## src/rtl/mips_stream_pkg.sv

```systemverilog
// Shared constants and types for the stream demux/mux family.
package mips_stream_pkg;
  localparam int WIDTH_DEF = 32;
  localparam int NUM_CH    = 4;

  typedef logic [1:0] sel_t;
endpackage

```

## src/rtl/stream_fifo.sv

```systemverilog
// Single-channel FIFO with occupancy count; head reads as zero while empty.
module stream_fifo #(
  parameter int WIDTH = 32,
  parameter int DEPTH = 2
) (
  input  logic             clk,
  input  logic             rst,
  input  logic             push,
  input  logic             pop,
  input  logic [WIDTH-1:0] data,
  output logic             full,
  output logic             empty,
  output logic [WIDTH-1:0] head
);
  localparam int AW = $clog2(DEPTH);
  localparam int CW = AW + 1;

  logic [WIDTH-1:0] mem [DEPTH];
  logic [AW-1:0]    wr_ptr;
  logic [AW-1:0]    rd_ptr;
  logic [CW-1:0]    count;
  logic             do_push;
  logic             do_pop;

  // Full refuses a push even when a pop happens on the same edge.
  assign do_push = push & ~full;
  assign do_pop  = pop & ~empty;

  always_ff @(posedge clk) begin
    if (!rst) begin
      wr_ptr <= '0;
      rd_ptr <= '0;
      count  <= '0;
    end else begin
      if (do_push) wr_ptr <= wr_ptr + 1'b1;
      if (do_pop)  rd_ptr <= rd_ptr + 1'b1;
      case ({do_push, do_pop})
        2'b10:   count <= count + 1'b1;
        2'b01:   count <= count - 1'b1;
        default: count <= count;
      endcase
    end
  end

  // Storage needs no reset: head is masked while the channel is empty.
  always_ff @(posedge clk) begin
    if (do_push) mem[wr_ptr] <= data;
  end

  assign full  = (count == CW'(DEPTH));
  assign empty = (count == '0);
  assign head  = empty ? '0 : mem[rd_ptr];
endmodule

```

## src/rtl/demux4_32_stream.sv

```systemverilog
// 1-to-4 stream demultiplexer: each accepted word goes to the FIFO of channel in_sel.
module demux4_32_stream
  import mips_stream_pkg::*;
#(
  parameter int WIDTH = WIDTH_DEF,
  parameter int DEPTH = 2
) (
  input  logic                    clk,
  input  logic                    rst,
  input  logic                    in_valid,
  output logic                    in_ready,
  input  sel_t                    in_sel,
  input  logic [WIDTH-1:0]        in_data,
  output logic [NUM_CH-1:0]       out_valid,
  input  logic [NUM_CH-1:0]       out_ready,
  output logic [NUM_CH*WIDTH-1:0] out_data,
  output logic                    busy
);
  logic [NUM_CH-1:0] full;
  logic [NUM_CH-1:0] empty;
  logic [NUM_CH-1:0] push;
  logic [NUM_CH-1:0] pop;

  assign in_ready = ~full[in_sel];

  for (genvar k = 0; k < NUM_CH; k++) begin : g_ch
    assign push[k]      = in_valid & in_ready & (in_sel == sel_t'(k));
    assign pop[k]       = out_valid[k] & out_ready[k];
    assign out_valid[k] = ~empty[k];

    stream_fifo #(
      .WIDTH (WIDTH),
      .DEPTH (DEPTH)
    ) u_fifo (
      .clk   (clk),
      .rst   (rst),
      .push  (push[k]),
      .pop   (pop[k]),
      .data  (in_data),
      .full  (full[k]),
      .empty (empty[k]),
      .head  (out_data[k*WIDTH +: WIDTH])
    );
  end

  assign busy = |out_valid;
endmodule

```

## config.mk

```make
export PLATFORM = sky130hd
export DESIGN_NAME = demux4_32_stream
export DESIGN_NICKNAME = d
export VERILOG_FILES = /design/src/rtl/mips_stream_pkg.sv /design/src/rtl/stream_fifo.sv /design/src/rtl/demux4_32_stream.sv
export SDC_FILE = /design/constraint.sdc
export NUM_CORES = 1
export LEC_CHECK = 0
export CORE_UTILIZATION = 45
export DETAILED_ROUTE_END_ITERATION = 7
export GPL_TIMING_DRIVEN = 1
export PLACE_DENSITY = 0.69
export RECOVER_POWER = 25
export SETUP_SLACK_MARGIN = 0.15
export SYNTH_ARGS = -nofsm -noshare
export SYNTH_HDL_FRONTEND = slang
export SYNTH_SLANG_ARGS = --single-unit
```

## constraint.sdc

```tcl
create_clock -name clk -period 3.2 [get_ports clk]
set_input_delay 0.48 -clock clk [delete_from_list [all_inputs] [get_ports clk]]
set_output_delay 0.48 -clock clk [all_outputs]
set_load 0.01 [all_outputs]
```

==> impl_metrics.xml, run 1 <==
<?xml version="1.0" encoding="UTF-8"?>
<metrics>
  <group name="outcome">
    <metric name="status" unit="">complete, no violations</metric>
  </group>
  <group name="synthesis">
    <metric name="fraction_of_synthesis_flops_using_an_asynchronous_set_or_reset_pin" unit="">0</metric>
    <metric name="syn-mean-instance-area" unit="um2">16.1</metric>
    <metric name="total_nets_after_synthesis" unit="">703</metric>
    <metric name="ys_seq_area_frac" unit="">0.765</metric>
    <metric name="synth_flop_cell" unit="">sky130_fd_sc_hd__edfxtp_1</metric>
    <metric name="most_frequent_cell_after_synthesis" unit="">sky130_fd_sc_hd__edfxtp_1</metric>
    <metric name="synthesis.area" unit="mm2">0.0106</metric>
    <metric name="synthesis.instances" unit="">658</metric>
    <metric name="synth.top_cells.by_count" unit="">sky130_fd_sc_hd__edfxtp_1 (256), sky130_fd_sc_hd__nor2_1 (140), sky130_fd_sc_hd__mux2i_1 (132)</metric>
    <metric name="synth_enable_flop_cells" unit="">256</metric>
    <metric name="ys_seq_elements" unit="">276</metric>
    <metric name="post-synth-top-area-fraction" unit="">0.727</metric>
    <metric name="yosysUniqueCellTypes" unit="">20</metric>
    <metric name="synth.yosys.warnings" unit="">0</metric>
    <metric name="synthDominantAreaCellType" unit="">sky130_fd_sc_hd__edfxtp_1</metric>
    <metric name="synth.top_cells.by_area" unit="">sky130_fd_sc_hd__edfxtp_1 (73%), sky130_fd_sc_hd__mux2i_1 (13%), sky130_fd_sc_hd__nor2_1 (5.0%)</metric>
  </group>
  <group name="setup_path">
    <metric name="crit_path_max_incr_delay" unit="ns">0.72</metric>
    <metric name="worstPathRequired" unit="ns">2.72</metric>
    <metric name="crit_path_cell_trace" unit="">buf_12 &gt; mux2i_1 &gt; nor2_1 &gt; clkdlybuf4s50_1</metric>
    <metric name="worst_r2r_startpoint" unit="">g_ch[3].u_fifo.count[0]$_SDFFE_PN0P_</metric>
    <metric name="r2r-end" unit="">g_ch[3].u_fifo.count[1]$_SDFFE_PN0P_</metric>
    <metric name="worst_setup_path_endpoint" unit="">out_data[0]</metric>
    <metric name="timing.setup.critical_path_class" unit="">flip-flop to output pin</metric>
    <metric name="cp_top_family" unit="">buffers and inverters</metric>
    <metric name="reg2reg_depth" unit="">5</metric>
    <metric name="reg2reg_slack" unit="ns">1.12</metric>
    <metric name="cp-end-kind" unit="">output pin</metric>
    <metric name="crit_slowest_cell" unit="">sky130_fd_sc_hd__dfxtp_2</metric>
    <metric name="path_buf_inv" unit="">2</metric>
    <metric name="worstSetupPathDepth" unit="">4</metric>
    <metric name="critical_path.startpoint_type" unit="">flip-flop</metric>
    <metric name="maximum_fanout_along_the_worst_path" unit="">17</metric>
    <metric name="timing.critical_path.arrival" unit="ns">2.42</metric>
  </group>
  <group name="timing">
    <metric name="worst-slew-pin-transition" unit="ns">0.849</metric>
    <metric name="final_critical_path_setup_slack" unit="ns">0.299</metric>
    <metric name="timing.clock.skew" unit="ns">0.0142</metric>
    <metric name="layout_min_cycle_time" unit="ns">2.90</metric>
    <metric name="post-route-period-util" unit="">0.906</metric>
    <metric name="setup-tns-final" unit="ns">0</metric>
    <metric name="grt_setup_unrepaired" unit="">no</metric>
    <metric name="timing.final.max_slew_violations" unit="">0</metric>
    <metric name="report.final.setup_viol" unit="">0</metric>
    <metric name="slew-limit-headroom" unit="">0.433</metric>
    <metric name="fmax" unit="GHz">0.345</metric>
    <metric name="finalHoldViolCount" unit="">0</metric>
  </group>
  <group name="drt">
    <metric name="routed_wl" unit="um">23200</metric>
    <metric name="drt-wirelength-per-cell" unit="um">19.6</metric>
    <metric name="drt_iter0_markers" unit="">370</metric>
    <metric name="drt-vias-per-instance" unit="">5.07</metric>
    <metric name="drt_pass1_iterations" unit="">4</metric>
    <metric name="antenna_left" unit="">0</metric>
    <metric name="routed_via_count" unit="">5976</metric>
    <metric name="drt_drc_violations_left" unit="">0</metric>
  </group>
  <group name="clock_network">
    <metric name="postCtsHoldBufs" unit="">0</metric>
    <metric name="tritoncts" unit="">done</metric>
    <metric name="max-clock-path-buffers" unit="">3</metric>
    <metric name="cts.reportedPaths.clkPinSlew" unit="ns">0.06</metric>
    <metric name="clock_sink_count" unit="">276</metric>
    <metric name="h-tree-depth" unit="">1</metric>
    <metric name="cts.repair_timing.setup_buffer_count" unit="">0</metric>
    <metric name="tritoncts.num_buffers" unit="">28</metric>
    <metric name="ctsRootBufferMaster" unit="">sky130_fd_sc_hd__clkbuf_16</metric>
    <metric name="clkLatencyLatePin" unit="ns">0.54</metric>
  </group>
  <group name="floorplanning">
    <metric name="die_y" unit="um">155</metric>
    <metric name="die_w" unit="um">155</metric>
    <metric name="effective_utilization_at_floorplan" unit="">0.463</metric>
    <metric name="pin_count" unit="">175</metric>
    <metric name="die_area" unit="mm2">0.0241</metric>
    <metric name="floorplan.core_area" unit="mm2">0.0228</metric>
    <metric name="placement_rows" unit="">55</metric>
  </group>
  <group name="grt">
    <metric name="globalRoute.totalOverflow" unit="">0</metric>
    <metric name="gr-usage-met2" unit="">0.328</metric>
    <metric name="grtUsageTotal" unit="">0.194</metric>
    <metric name="globalRoute.busiestLayer" unit="">met2</metric>
    <metric name="grt_start_max_net_pins" unit="">35</metric>
    <metric name="grt_pass1_wl" unit="um">35100</metric>
    <metric name="grt_antenna_before_repair" unit="">0</metric>
    <metric name="gr-usage-met3" unit="">0.0334</metric>
    <metric name="grt_pass1_vias" unit="">6129</metric>
    <metric name="grtUsageMet1" unit="">0.266</metric>
  </group>
  <group name="cells_and_area">
    <metric name="antenna-diode-count" unit="">0</metric>
    <metric name="postLayoutCoreUtil" unit="">0.600</metric>
    <metric name="area.growth.synth_to_final" unit="%">29.7</metric>
    <metric name="nNetsFinal" unit="">891</metric>
    <metric name="layout-drive-gt1-share" unit="">0.0866</metric>
  </group>
  <group name="job">
    <metric name="maxCapViolations" unit="">0</metric>
  </group>
  <group name="power">
    <metric name="total_power" unit="mW">9.27</metric>
    <metric name="cellPowerDensity" unit="mW/mm2">676</metric>
    <metric name="cellLeakagePower" unit="nW">4.43</metric>
    <metric name="largest_vdd_supply_drop" unit="V">0.000369</metric>
  </group>
  <group name="place">
    <metric name="numPortBuffers" unit="">174</metric>
    <metric name="preCtsSetupSlack" unit="ns">0.568</metric>
    <metric name="gpl.final_weighted_congestion" unit="">0.759</metric>
    <metric name="half_perimeter_wire_length_after_detailed_placement" unit="um">14400</metric>
  </group>
  <group name="hold_path">
    <metric name="holdCritPathClass" unit="">flip-flop to flip-flop</metric>
  </group>
</metrics>
==> flip-flops by register name, summed over array words and instances, names as in the netlist, named ones only <==
signal,flops
g_ch.u_fifo.wr_ptr,4
g_ch.u_fifo.rd_ptr,4
g_ch.u_fifo.mem,256
g_ch.u_fifo.count,8
==> area by class of cell <==
type,count,area [um2]
Clock buffer,32,716
Clock inverter,18,159
Fill cell,1731,9140
Inverter,14,52.6
Multi-Input combinational cell,336,2380
Sequential cell,276,8090
Tap cell,313,392
Timing Repair Buffer,190,1920
==> how the worst min path moves through the flow <==
stage,from,end,slack (ns),depth (start not counted)
floorplan,g_ch[0].u_fifo.wr_ptr$_SDFFE_PN0N_,g_ch[0].u_fifo.wr_ptr$_SDFFE_PN0N_,0.45,2
global placement,g_ch[2].u_fifo.wr_ptr$_SDFFE_PN0N_,g_ch[2].u_fifo.wr_ptr$_SDFFE_PN0N_,0.49,2
detailed placement,g_ch[2].u_fifo.wr_ptr$_SDFFE_PN0N_,g_ch[2].u_fifo.wr_ptr$_SDFFE_PN0N_,0.51,2
CTS,g_ch[2].u_fifo.wr_ptr$_SDFFE_PN0N_,g_ch[2].u_fifo.wr_ptr$_SDFFE_PN0N_,0.52,2
global route,g_ch[2].u_fifo.wr_ptr$_SDFFE_PN0N_,g_ch[2].u_fifo.wr_ptr$_SDFFE_PN0N_,0.54,2
finish,g_ch[2].u_fifo.wr_ptr$_SDFFE_PN0N_,g_ch[2].u_fifo.wr_ptr$_SDFFE_PN0N_,0.52,2
==> cell families after synthesis <==
group / synth area share
xor gates and xnor gates: 0.00994
and+or+nand+nor: 0.0684
muxes: 0.127
AOI/OAI and AO/OA: 0.00663
DFF: 0.765
buffers and inverters: 0.0179
adders and majority gates: 0.00474
==> layout by cell type (no fill, tap or decap), drive strengths merged <==
| cell type | count |
|---|---|
| edfxtp | 256 |
| clkdlybuf4s50 | 152 |
| nor2 | 140 |
| mux2i | 132 |
| clkbuf | 32 |
| dlygate4sd3 | 22 |
| dfxtp | 20 |
| buf | 16 |
| inv | 14 |
| xnor2 | 12 |
| and2 | 12 |
| clkinv | 11 |
| nand2 | 9 |
| o21ai | 8 |
| or3 | 5 |
| clkinvlp | 5 |
| a21boi | 4 |
| ha | 4 |
| nor2b | 3 |
| nand2b | 2 |
| nand4 | 2 |
| bufinv | 2 |
| nand3 | 1 |
| or3b | 1 |
| mux4 | 1 |
==> per-layer routing <==
layer	share of wire	wire, um	vias to the layer above
met4	0.018	411	0
met5	0	0	-
met2	0.48	11200	197
met3	0.057	1330	37
met1	0.44	10300	2980
li1	-	-	2762
==> repair_timing <==
| action | CTS | global route |
|---|---|---|
| resized for setup | 0 | 1 |
| endpoints found under the hold margin | 0 | 0 |
| setup endpoints to repair | 0 | 1 |
==> worst min-delay path: cells and delay by family, from the launching register on <==
family | cells | cell delay [ns]
muxes | 1 | 0.06
DFF | 1 | 0.34
and+or+nand+nor | 1 | 0.07
==> where the power goes <==
group	internal [mW]	total, mW	switching, mW
combinational	0.996	1.99	0.989
sequential	4.07	4.21	0.142
clock	1.77	3.07	1.30
total	6.83	9.27	2.43
==> through the flow <==
stage | hold WS (ns) | cells | instance area (um2)
3_5_place_dp | 0.510 | 1129 | 12800
4_1_cts | 0.519 | 1179 | 13700
3_3_place_gp | 0.492 | 1129 | 12800
6_report | 0.521 | 1179 | 13700
2_1_floorplan | 0.451 | 658 | 10600
5_1_grt | 0.541 | 1179 | 13700
Note: power is estimated with default switching activity, not from simulation.
==> run 2, diff against run 1 <==
Clock period 3.2 ns to 2.8 ns, I/O delays scaled along.
==> impl_metrics.xml, run 2 (synthesized netlist as in run 1, its figures left out) <==
<?xml version="1.0" encoding="UTF-8"?>
<metrics>
  <group name="outcome">
    <metric name="status" unit="">complete, no violations</metric>
  </group>
  <group name="place">
    <metric name="place_area" unit="mm2">0.0130</metric>
    <metric name="half_perimeter_wire_length_after_detailed_placement" unit="um">15200</metric>
    <metric name="numPortBuffers" unit="">174</metric>
    <metric name="gpl.final_weighted_congestion" unit="">0.756</metric>
  </group>
  <group name="drt">
    <metric name="routed_via_count" unit="">5987</metric>
    <metric name="routed_wl" unit="um">24100</metric>
    <metric name="drt_drc_violations_left" unit="">0</metric>
    <metric name="drt-wirelength-per-cell" unit="um">20.3</metric>
    <metric name="drt_pass1_iterations" unit="">4</metric>
    <metric name="drt_iter0_markers" unit="">385</metric>
    <metric name="antenna_left" unit="">0</metric>
    <metric name="drt-vias-per-instance" unit="">5.02</metric>
  </group>
  <group name="clock_network">
    <metric name="h-tree-depth" unit="">1</metric>
    <metric name="tritoncts" unit="">done</metric>
    <metric name="tritoncts.num_buffers" unit="">27</metric>
    <metric name="cts.reportedPaths.clkPinSlew" unit="ns">0.07</metric>
    <metric name="postCtsHoldBufs" unit="">0</metric>
    <metric name="clock_sink_count" unit="">276</metric>
    <metric name="clkLatencyLatePin" unit="ns">0.52</metric>
    <metric name="max-clock-path-buffers" unit="">3</metric>
    <metric name="ctsRootBufferMaster" unit="">sky130_fd_sc_hd__clkbuf_16</metric>
  </group>
  <group name="setup_path">
    <metric name="timing.critical_path.arrival" unit="ns">2.18</metric>
    <metric name="critical_path.startpoint_type" unit="">flip-flop</metric>
    <metric name="timing.setup.critical_path_class" unit="">flip-flop to output pin</metric>
    <metric name="maximum_fanout_along_the_worst_path" unit="">5</metric>
    <metric name="cp-end-kind" unit="">output pin</metric>
    <metric name="worstPathRequired" unit="ns">2.38</metric>
  </group>
  <group name="floorplanning">
    <metric name="die_area" unit="mm2">0.0241</metric>
    <metric name="floorplan.core_area" unit="mm2">0.0228</metric>
    <metric name="die_w" unit="um">155</metric>
    <metric name="placement_rows" unit="">55</metric>
    <metric name="die_y" unit="um">155</metric>
    <metric name="effective_utilization_at_floorplan" unit="">0.463</metric>
    <metric name="pin_count" unit="">175</metric>
  </group>
  <group name="power">
    <metric name="largest_vdd_supply_drop" unit="V">0.000582</metric>
    <metric name="cellLeakagePower" unit="nW">4.55</metric>
    <metric name="total_power" unit="mW">11.0</metric>
    <metric name="cellPowerDensity" unit="mW/mm2">784</metric>
  </group>
  <group name="cells_and_area">
    <metric name="nNetsFinal" unit="">903</metric>
    <metric name="top_register" unit="">g_ch.u_fifo.mem</metric>
    <metric name="largest_register_ffs" unit="">256</metric>
    <metric name="final-seq-area" unit="mm2">0.00810</metric>
    <metric name="antenna-diode-count" unit="">0</metric>
    <metric name="fill_count" unit="">1708</metric>
    <metric name="layout.cells.most_common_list" unit="">sky130_fd_sc_hd__edfxtp_1 (256), sky130_fd_sc_hd__clkdlybuf4s50_1 (151), sky130_fd_sc_hd__mux2i_1 (132)</metric>
    <metric name="area.growth.synth_to_final" unit="%">32.2</metric>
    <metric name="finish.instance_area" unit="mm2">0.0140</metric>
    <metric name="final_common_cell" unit="">sky130_fd_sc_hd__edfxtp_1</metric>
    <metric name="multi_input_comb_area" unit="mm2">0.00238</metric>
    <metric name="largestRegisters" unit="">g_ch.u_fifo.mem x256, g_ch.u_fifo.count x8</metric>
    <metric name="layout-drive-gt1-share" unit="">0.104</metric>
  </group>
  <group name="timing">
    <metric name="layout_min_cycle_time" unit="ns">2.60</metric>
    <metric name="report.final.setup_viol" unit="">0</metric>
    <metric name="worst-slew-pin-transition" unit="ns">0.757</metric>
    <metric name="timing.clock.skew" unit="ns">0.0113</metric>
    <metric name="finalHoldViolCount" unit="">0</metric>
    <metric name="fmax" unit="GHz">0.385</metric>
    <metric name="grt_setup_unrepaired" unit="">yes</metric>
    <metric name="post-route-period-util" unit="">0.929</metric>
    <metric name="slew-limit-headroom" unit="">0.494</metric>
    <metric name="timing.final.max_slew_violations" unit="">0</metric>
  </group>
  <group name="grt">
    <metric name="grt_antenna_before_repair" unit="">0</metric>
    <metric name="grt_start_max_net_pins" unit="">33</metric>
    <metric name="grt_pass1_wl" unit="um">36600</metric>
    <metric name="globalRoute.totalOverflow" unit="">0</metric>
    <metric name="grt_pass1_vias" unit="">6198</metric>
    <metric name="grtUsageTotal" unit="">0.204</metric>
  </group>
  <group name="job">
    <metric name="maxCapViolations" unit="">0</metric>
  </group>
  <group name="hold_path">
    <metric name="holdCritPathClass" unit="">flip-flop to flip-flop</metric>
  </group>
</metrics>
==> run 2: changes by cell type in the layout (fill, tap and decap cells not counted), sizes merged <==
| cell | before | now |
|---|---|---|
| buf | 16 | 29 |
| bufinv | 2 | 5 |
| clkinv | 11 | 9 |
| clkbuf | 32 | 31 |
| clkdlybuf4s50 | 152 | 151 |
| clkinvlp | 5 | 4 |
| dlygate4sd3 | 22 | 23 |
| inv | 14 | 15 |
==> run 2: final timing paths <==
path,depth (start not counted),endpoint,slack (ns),from
setup / recovery,4,in_ready,0.20,g_ch[0].u_fifo.count[1]$_SDFFE_PN0P_
hold / removal,2,g_ch[2].u_fifo.wr_ptr$_SDFFE_PN0N_,0.51,g_ch[2].u_fifo.wr_ptr$_SDFFE_PN0N_
hold reg to reg,2,g_ch[2].u_fifo.wr_ptr$_SDFFE_PN0N_,0.51,g_ch[2].u_fifo.wr_ptr$_SDFFE_PN0N_
setup reg to reg,6,g_ch[2].u_fifo.count[1]$_SDFFE_PN0P_,0.68,g_ch[2].u_fifo.count[0]$_SDFFE_PN0P_
==> run 2: layer usage <==
| metal | wire length [um] | GRT usage |
|---|---|---|
| met1 | 10600 | 0.278 |
| met2 | 12000 | 0.353 |
| met3 | 1230 | 0.0298 |
| met4 | 321 | 0.0359 |
| met5 | 0 | 0 |
==> run 2: metrics by stage <==
step	setup TNS, ns	worst slack, ns	hold slack [ns]	instances	utilization
after floorplan	-0.941	-0.0147	0.451	658	-
after global placement	0	0.364	0.491	1138	0.568
after detailed placement	0	0.299	0.504	1138	0.568
after CTS	0	0.153	0.513	1189	0.610
after global routing	0	0.0824	0.539	1192	0.612
final	0	0.200	0.513	1192	0.612
==> run 2: where the power goes <==
part,internal (mW),switching [mW]
Combinational,1.24,1.22
Clock,2.24,1.48
Sequential,4.65,0.125
==> run 2: final cells by class <==
cell class | count | share of cell area
flip-flops and latches | 276 | 0.580
multi-input cells | 336 | 0.171
repair buffers | 203 | 0.152
clock buffers | 31 | 0.0494
well taps | 313 | 0.0280
clock inverters | 19 | 0.0167
inverters | 14 | 0.00376
==> run 2: timing repair <==
action	in CTS	in global routing
gates resized for setup	2	3
pin swaps	1	1
endpoints found under the setup margin	41	24
buffers inserted	1	3
==> run 2: worst max-delay path, stage by stage (launching register included) <==
cell and delay [ns]:
sky130_fd_sc_hd__dfxtp_1 0.42, sky130_fd_sc_hd__nor2b_1 0.24, sky130_fd_sc_hd__inv_1 0.07, sky130_fd_sc_hd__mux4_2 0.44, sky130_fd_sc_hd__clkdlybuf4s50_1 0.49
